## src/rtl/life_pkg.sv

```systemverilog
// Shared types and default widths for the Game of Life generation scheduler.
package life_pkg;

    localparam int unsigned FRAMES_PER_GEN_DEF = 30;
    localparam int unsigned ADDR_W             = 10;
    localparam int unsigned GEN_W              = 16;

    typedef enum logic [1:0] {
        IDLE,
        WAIT,
        RUN,
        SWAP
    } state_t;

endpackage

```

## src/rtl/life_gen_sched_if.sv

```systemverilog
// Cell-memory port bundle shared by the display fetch, the update engine and the arbiter.
interface life_gen_sched_if #(
    parameter int unsigned ADDR_W = life_pkg::ADDR_W
);
    logic              disp_req;
    logic [ADDR_W-1:0] disp_addr;
    logic              upd_req;
    logic [ADDR_W-1:0] upd_addr;
    logic              upd_we;
    logic              disp_gnt;
    logic              upd_gnt;
    logic [ADDR_W-1:0] mem_addr;
    logic              mem_we;

    // Requesters drive requests and observe grants and the muxed port.
    modport master (
        output disp_req, disp_addr, upd_req, upd_addr, upd_we,
        input  disp_gnt, upd_gnt, mem_addr, mem_we
    );

    // The scheduler arbitrates and drives the muxed port.
    modport slave (
        input  disp_req, disp_addr, upd_req, upd_addr, upd_we,
        output disp_gnt, upd_gnt, mem_addr, mem_we
    );
endinterface

```

## src/rtl/life_mem_arb.sv

```systemverilog
// Fixed-priority single-port arbiter: display fetch first, update engine second.
module life_mem_arb #(
    parameter int unsigned ADDR_W = life_pkg::ADDR_W
) (
    input  logic              disp_req,
    input  logic [ADDR_W-1:0] disp_addr,
    input  logic              upd_req,
    input  logic [ADDR_W-1:0] upd_addr,
    input  logic              upd_we,
    output logic              disp_gnt,
    output logic              upd_gnt,
    output logic [ADDR_W-1:0] mem_addr,
    output logic              mem_we
);

    // Display reads are never written back, so its grant forces we low.
    always_comb begin
        disp_gnt = 1'b0;
        upd_gnt  = 1'b0;
        mem_addr = '0;
        mem_we   = 1'b0;
        if (disp_req) begin
            disp_gnt = 1'b1;
            mem_addr = disp_addr;
        end else if (upd_req) begin
            upd_gnt  = 1'b1;
            mem_addr = upd_addr;
            mem_we   = upd_we;
        end
    end

endmodule

```

## src/rtl/life_gen_sched.sv

```systemverilog
// Generation scheduler: vsync pacing, engine start/done handshake, tear-free buffer swap.
// Optional build macro LIFE_SCHED_WATCHDOG_EN adds a sticky wdog_err for a stalled engine.
module life_gen_sched #(
    parameter int unsigned FRAMES_PER_GEN = life_pkg::FRAMES_PER_GEN_DEF,
    parameter int unsigned ADDR_W         = life_pkg::ADDR_W,
    parameter int unsigned GEN_W          = life_pkg::GEN_W
) (
    input  logic             dclk,
    input  logic             clr,
    input  logic             vsync,
    input  logic             run,
    input  logic             step,
    input  logic             eng_done,
    life_gen_sched_if.slave  mem,
    output logic             eng_start,
    output logic             buf_sel,
    output logic [GEN_W-1:0] gen_count,
    output logic             busy
`ifdef LIFE_SCHED_WATCHDOG_EN
    ,
    output logic             wdog_err
`endif
);
    import life_pkg::*;

    localparam int unsigned FC_W = (FRAMES_PER_GEN > 1) ? $clog2(FRAMES_PER_GEN) : 1;
    localparam logic [FC_W-1:0] FC_LAST = FC_W'(FRAMES_PER_GEN - 1);

    state_t            state, state_n;
    logic              vsync_q, tick;
    logic [FC_W-1:0]   frame_cnt;
    logic              fc_last;
    logic              step_pending, step_pending_n;
    logic              eng_start_n, buf_sel_n, busy_n, go_run;
    logic [GEN_W-1:0]  gen_count_n;
`ifdef LIFE_SCHED_WATCHDOG_EN
    logic [1:0]        wd_cnt, wd_cnt_n;
    logic              wdog_err_n;
`endif

    life_mem_arb #(.ADDR_W(ADDR_W)) u_arb (
        .disp_req  (mem.disp_req),
        .disp_addr (mem.disp_addr),
        .upd_req   (mem.upd_req),
        .upd_addr  (mem.upd_addr),
        .upd_we    (mem.upd_we),
        .disp_gnt  (mem.disp_gnt),
        .upd_gnt   (mem.upd_gnt),
        .mem_addr  (mem.mem_addr),
        .mem_we    (mem.mem_we)
    );

    // Frame tick: one-cycle pulse on the registered falling edge of vsync.
    always_ff @(posedge dclk or negedge clr) begin
        if (!clr) begin
            vsync_q <= 1'b1;
            tick    <= 1'b0;
        end else begin
            vsync_q <= vsync;
            tick    <= vsync_q & ~vsync;
        end
    end

    assign fc_last = (frame_cnt == FC_LAST);

    always_ff @(posedge dclk or negedge clr) begin
        if (!clr)         frame_cnt <= '0;
        else if (!run)    frame_cnt <= '0;
        else if (tick)    frame_cnt <= fc_last ? '0 : frame_cnt + FC_W'(1);
    end

    always_ff @(posedge dclk or negedge clr) begin
        if (!clr) begin
            state        <= IDLE;
            step_pending <= 1'b0;
            eng_start    <= 1'b0;
            buf_sel      <= 1'b0;
            gen_count    <= '0;
            busy         <= 1'b0;
`ifdef LIFE_SCHED_WATCHDOG_EN
            wd_cnt       <= '0;
            wdog_err     <= 1'b0;
`endif
        end else begin
            state        <= state_n;
            step_pending <= step_pending_n;
            eng_start    <= eng_start_n;
            buf_sel      <= buf_sel_n;
            gen_count    <= gen_count_n;
            busy         <= busy_n;
`ifdef LIFE_SCHED_WATCHDOG_EN
            wd_cnt       <= wd_cnt_n;
            wdog_err     <= wdog_err_n;
`endif
        end
    end

    always_comb begin
        state_n        = state;
        step_pending_n = step_pending;
        eng_start_n    = 1'b0;
        buf_sel_n      = buf_sel;
        gen_count_n    = gen_count;
        busy_n         = busy;
        go_run         = 1'b0;
`ifdef LIFE_SCHED_WATCHDOG_EN
        wd_cnt_n       = wd_cnt;
        wdog_err_n     = wdog_err;
`endif
        // Steps are only latched while no generation is in flight.
        if (step && (state == IDLE || state == WAIT)) step_pending_n = 1'b1;

        case (state)
            IDLE: begin
                if (run)                        state_n = WAIT;
                else if (tick && step_pending)  go_run  = 1'b1;
            end
            WAIT: begin
                if (!run)                                     state_n = IDLE;
                else if (tick && (fc_last || step_pending))   go_run  = 1'b1;
            end
            RUN: begin
                if (eng_done) state_n = SWAP;
`ifdef LIFE_SCHED_WATCHDOG_EN
                else if (tick) begin
                    if (wd_cnt == 2'd3) begin
                        wdog_err_n = 1'b1;
                        busy_n     = 1'b0;
                        state_n    = IDLE;
                    end else begin
                        wd_cnt_n = wd_cnt + 2'd1;
                    end
                end
`endif
            end
            SWAP: begin
                // Swap only on a frame boundary so the display never tears.
                if (tick) begin
                    buf_sel_n   = ~buf_sel;
                    gen_count_n = gen_count + GEN_W'(1);
                    busy_n      = 1'b0;
                    state_n     = run ? WAIT : IDLE;
                end
            end
            default: state_n = IDLE;
        endcase

        if (go_run) begin
            state_n        = RUN;
            eng_start_n    = 1'b1;
            busy_n         = 1'b1;
            step_pending_n = 1'b0;
`ifdef LIFE_SCHED_WATCHDOG_EN
            wd_cnt_n       = '0;
`endif
        end
    end

endmodule

```

## src/flat_wrapper.sv

```systemverilog
// flat-port wrapper written by rule: the top's interface ports become plain ports
module life_gen_sched_flat import life_pkg::*;
#(
    parameter int unsigned FRAMES_PER_GEN = life_pkg::FRAMES_PER_GEN_DEF,
    parameter int unsigned ADDR_W         = life_pkg::ADDR_W,
    parameter int unsigned GEN_W          = life_pkg::GEN_W
)
  (dclk, clr, vsync, run, step, eng_done, eng_start, buf_sel, gen_count, busy, mem_disp_req, mem_disp_addr, mem_upd_req, mem_upd_addr, mem_upd_we, mem_disp_gnt, mem_upd_gnt, mem_mem_addr, mem_mem_we);
  life_gen_sched_if #(.ADDR_W(ADDR_W)) mem_i ();
  input  logic dclk;
  input  logic clr;
  input  logic vsync;
  input  logic run;
  input  logic step;
  input  logic eng_done;
  output logic eng_start;
  output logic buf_sel;
  output logic [GEN_W-1:0] gen_count;
  output logic busy;
  input wire logic [$bits(mem_i.disp_req)-1:0] mem_disp_req;
  input wire logic [$bits(mem_i.disp_addr)-1:0] mem_disp_addr;
  input wire logic [$bits(mem_i.upd_req)-1:0] mem_upd_req;
  input wire logic [$bits(mem_i.upd_addr)-1:0] mem_upd_addr;
  input wire logic [$bits(mem_i.upd_we)-1:0] mem_upd_we;
  output wire logic [$bits(mem_i.disp_gnt)-1:0] mem_disp_gnt;
  output wire logic [$bits(mem_i.upd_gnt)-1:0] mem_upd_gnt;
  output wire logic [$bits(mem_i.mem_addr)-1:0] mem_mem_addr;
  output wire logic [$bits(mem_i.mem_we)-1:0] mem_mem_we;
  assign mem_i.disp_req = mem_disp_req;
  assign mem_i.disp_addr = mem_disp_addr;
  assign mem_i.upd_req = mem_upd_req;
  assign mem_i.upd_addr = mem_upd_addr;
  assign mem_i.upd_we = mem_upd_we;
  assign mem_disp_gnt = mem_i.disp_gnt;
  assign mem_upd_gnt = mem_i.upd_gnt;
  assign mem_mem_addr = mem_i.mem_addr;
  assign mem_mem_we = mem_i.mem_we;
  life_gen_sched #(.FRAMES_PER_GEN(FRAMES_PER_GEN), .ADDR_W(ADDR_W), .GEN_W(GEN_W)) u_core (.dclk(dclk), .clr(clr), .vsync(vsync), .run(run), .step(step), .eng_done(eng_done), .mem(mem_i), .eng_start(eng_start), .buf_sel(buf_sel), .gen_count(gen_count), .busy(busy));
endmodule
```

## config.mk

```make
export PLATFORM = sky130hd
export DESIGN_NAME = life_gen_sched_flat
export DESIGN_NICKNAME = d
export VERILOG_FILES = /design/src/rtl/life_pkg.sv /design/src/rtl/life_gen_sched_if.sv /design/src/rtl/life_mem_arb.sv /design/src/rtl/life_gen_sched.sv /design/src/flat_wrapper.sv
export SDC_FILE = /design/constraint.sdc
export NUM_CORES = 1
export LEC_CHECK = 0
export CAP_MARGIN = 20
export CORE_ASPECT_RATIO = 1.4
export CORE_MARGIN = 2
export CORE_UTILIZATION = 42
export CTS_CLUSTER_SIZE = 40
export DETAILED_ROUTE_END_ITERATION = 10
export GPL_ROUTABILITY_DRIVEN = 0
export MAX_ROUTING_LAYER = met4
export PLACE_DENSITY = 0.83
export SLEW_MARGIN = 10
export SYNTH_ARGS = -nofsm -noshare
export SYNTH_HDL_FRONTEND = slang
export SYNTH_SLANG_ARGS = --single-unit
```

## constraint.sdc

```tcl
create_clock -name dclk -period 1.9 [get_ports dclk]
set_clock_uncertainty 0.15 [all_clocks]
set_input_delay 0.19 -clock dclk [delete_from_list [all_inputs] [get_ports dclk]]
set_output_delay 0.19 -clock dclk [all_outputs]
set_load 0.01 [all_outputs]
```

==> metrics <==
status finished clean; post-route cell area 0.002232 mm2; Clock Root Buffer clkbuf_8; sequential fraction of the synthesis area 0.4911; drt pass-1 iters 4; Comb pwr share 0.293; Unique masters post-synth 33; Fmax 547.5 MHz; Worst-path clk slew 0.06 ns; Final ANT Viol Nets 0; area delta synth->final 50.80%; PnR worst setup slack 0.07368 ns; vias 1387; maxcap violations 0; Post-Place Cells 244; top cell type's share of synthesized area 0.4734; Inserted Clock Buffers 5; HP Class in -> async; CP startpoint kind input pin; clk_lat worst skew 0.27 ns; Synth area leaders dfrtp_1, a22o_1, xnor2_1, xor2_1, nand2_1; I/O pins 61; synthesized instance count 145; Layout Cells excl Fill 253; Area after DPL 0.002142 mm2; layout cells sized above 1 0.09390; RSZ-0062 raised after global routing no; area leader, netlist dfrtp_1; Setup TNS 0 ns; Pint 1327 uW; largest buffer count on any clock path 2; pin count of the biggest net entering global routing 30; Place WS -0.1190 ns; Period Utilization, post-route 0.9612; flops & latches, synth 29; Worst EP arrival 1.49 ns; grt total ovfl 0; CTS tree done; FP Rows 25; worst slew pin tran 0.3602 ns; number of warnings issued by yosys 0; CP Class in -> out; port buffer count 60; final wirelength 3640 um; post-route DRC violation count 0; die width 54.17 um; Switching Fraction 0.2940; CP endpoint kind primary output; Syn Std Cell Area 0.001480 mm2; total track usage 0.2109; DRT iter0 DRCs 23; Slew headroom 0.7598; first-pass GRT wire length 5927 um; FF-to-FF path depth 4; Vias/cell 5.482; CTS sink cnt 29; Max H-tree Level 2; critical path fanouts, max 10; Worst R2R Setup Slack 0.15 ns; Pins Over Slew Limit 0; share of power burned in the clock network 0.267; worst flop-to-flop path endpoint u_core.gen_count[13]; vias in the first global route 1387; part of the power in registers 0.440; die footprint 0.004022 mm2; initial core utilization 0.4381; Antenna Cells 0; drt wl/cell 14.39 um; reg-to-reg startpoint u_core.gen_count[2]; Syn Nets 177; HPWL Detailed 2804 um; hold buffer count at CTS 0; Pleak 0.001009 uW; Final Hold Fails 0; setup violation total in the final timing report 0; DIE HEIGHT 74.24 um; P_sw 552.5 uW; Worst Path Required 1.56 ns; total power divided by cell area 841.9 mW/mm2; Worst VDD drop 0.0005401 V; Post-Synthesis Mean Instance Area 10.21 um2; Tmin final 1.826 ns; nets@finish 245; initial antenna violation count 0; core area 0.003378 mm2
[worst max path at each step]
stage                                   start              endpoint
after floorplan           u_core.gen_count[2]  u_core.gen_count[15]
after global placement            mem_upd_req       mem_mem_addr[1]
after detailed placement          mem_upd_req       mem_mem_addr[5]
after CTS                         mem_upd_req           mem_upd_gnt
after global routing              mem_upd_req       mem_mem_addr[1]
final                             mem_upd_req       mem_mem_addr[1]
[power by group through the flow]
stage	registers (uW)	logic [uW]	clock network, uW
3_5_place_dp	837	566	0
5_1_grt	843	606	545
6_report	827	550	502
3_3_place_gp	827	544	0
2_1_floorplan	836	264	0
4_1_cts	827	559	515
[critical path, stage by stage]
cell and delay [ns]:
clkdlybuf4s50_1 0.42, nor2b_1 0.14, buf_4 0.16, buf_4 0.14, a22o_1 0.16, dlygate4sd2_1 0.28
[layout make-up]
cell class              count  area (um2)
repair buffers             69       656.9
flip-flops and latches     29       726.9
clock buffers               7       86.33
fillers                   275        1146
inverters                   4       15.01
well taps                  40       50.05
multi-input cells         104       696.9
[cell usage in the layout (no fill, tap or decap), drive strengths merged]
master         netlist  layout
clkdlybuf4s50        0      48
dfrtp               28      28
nand2               15      15
nor2                11      11
dlygate4sd2          0      11
xnor2                9       9
a22o                 9       9
buf                  4       9
xor2                 8       8
nand3                8       8
clkbuf               4       7
o21ai                5       5
nor2b                5       5
inv                  4       4
a21oi                4       4
nand4                4       4
and4                 3       3
ha                   3       3
nor3                 3       3
and2                 2       2
nand3b               2       2
and3                 2       2
mux2i                2       2
nor4                 2       2
mux2                 1       1
o211ai               1       1
a21boi               1       1
or4                  1       1
o2111ai              1       1
a211oi               1       1
a21o                 1       1
dlymetal6s2s         0       1
dfstp                1       1
[flip-flops by register name (all words and copies together), names as in the netlist]
name	cells
u_core.vsync_q	1
u_core.frame_cnt	5
u_core.gen_count	16
u_core.tick	1
u_core.state	2
u_core.eng_start	1
u_core.buf_sel	1
u_core.busy	1
u_core.step_pending	1
[cells by family (layout without fill, tap and decap cells)]
| logic type | after synthesis | after routing | synth area share |
|---|---|---|---|
| multiplexers | 3 | 3 | 0.02113 |
| AO/OA/AOI/OAI | 23 | 23 | 0.1099 |
| XOR/XNOR | 17 | 17 | 0.1006 |
| buffers and inverters | 12 | 80 | 0.03803 |
| AND/OR/NAND/NOR | 58 | 58 | 0.2139 |
| flip-flops | 29 | 29 | 0.4911 |
| adder cells (fa/ha/maj) | 3 | 3 | 0.02536 |
[per-stage QoR]
stage               utilization  hold slack, ns  power (uW)
floorplan                     -         -0.2556        1100
global placement         0.6341          0.3077        1371
detailed placement       0.6341          0.3185        1403
CTS                      0.6600          0.1636        1900
global route             0.6607          0.1929        1994
finish                   0.6607          0.1497        1879
[synthesized netlist by cell type]
master	n
nand3b_1	2
mux2i_1	2
and2_1	2
xnor2_1	9
nand3_4	1
nor2b_1	5
ha_1	3
o21ai_0	5
and4_1	3
clkbuf_1	4
nand3_1	7
nor2_1	11
buf_1	1
nor4_1	2
nor3_1	2
a21o_1	1
o211ai_1	1
or4_4	1
a211oi_1	1
dfstp_2	1
inv_1	4
nor3_2	1
o2111ai_1	1
a22o_1	9
and3_1	2
a21boi_0	1
nand2_1	15
xor2_1	8
a21oi_1	4
dfrtp_1	28
mux2_2	1
buf_4	3
nand4_1	4
[per-layer routing]
layer / routed length [um] / track usage / vias to the layer above / part of all wire
met5: 0 / - / - / 0
met1: 1234 / 0.1884 / 662 / 0.34
li1: - / - / 641 / -
met4: 29 / 0.07778 / 0 / 0.0080
met2: 2053 / 0.4029 / 80 / 0.56
met3: 323 / 0.05422 / 4 / 0.089
[timing repair]
item,in CTS,in global routing
buffers inserted,2,0
resized for setup,11,1
endpoints found under the setup margin,11,1
(Power assumes the default switching activity.)
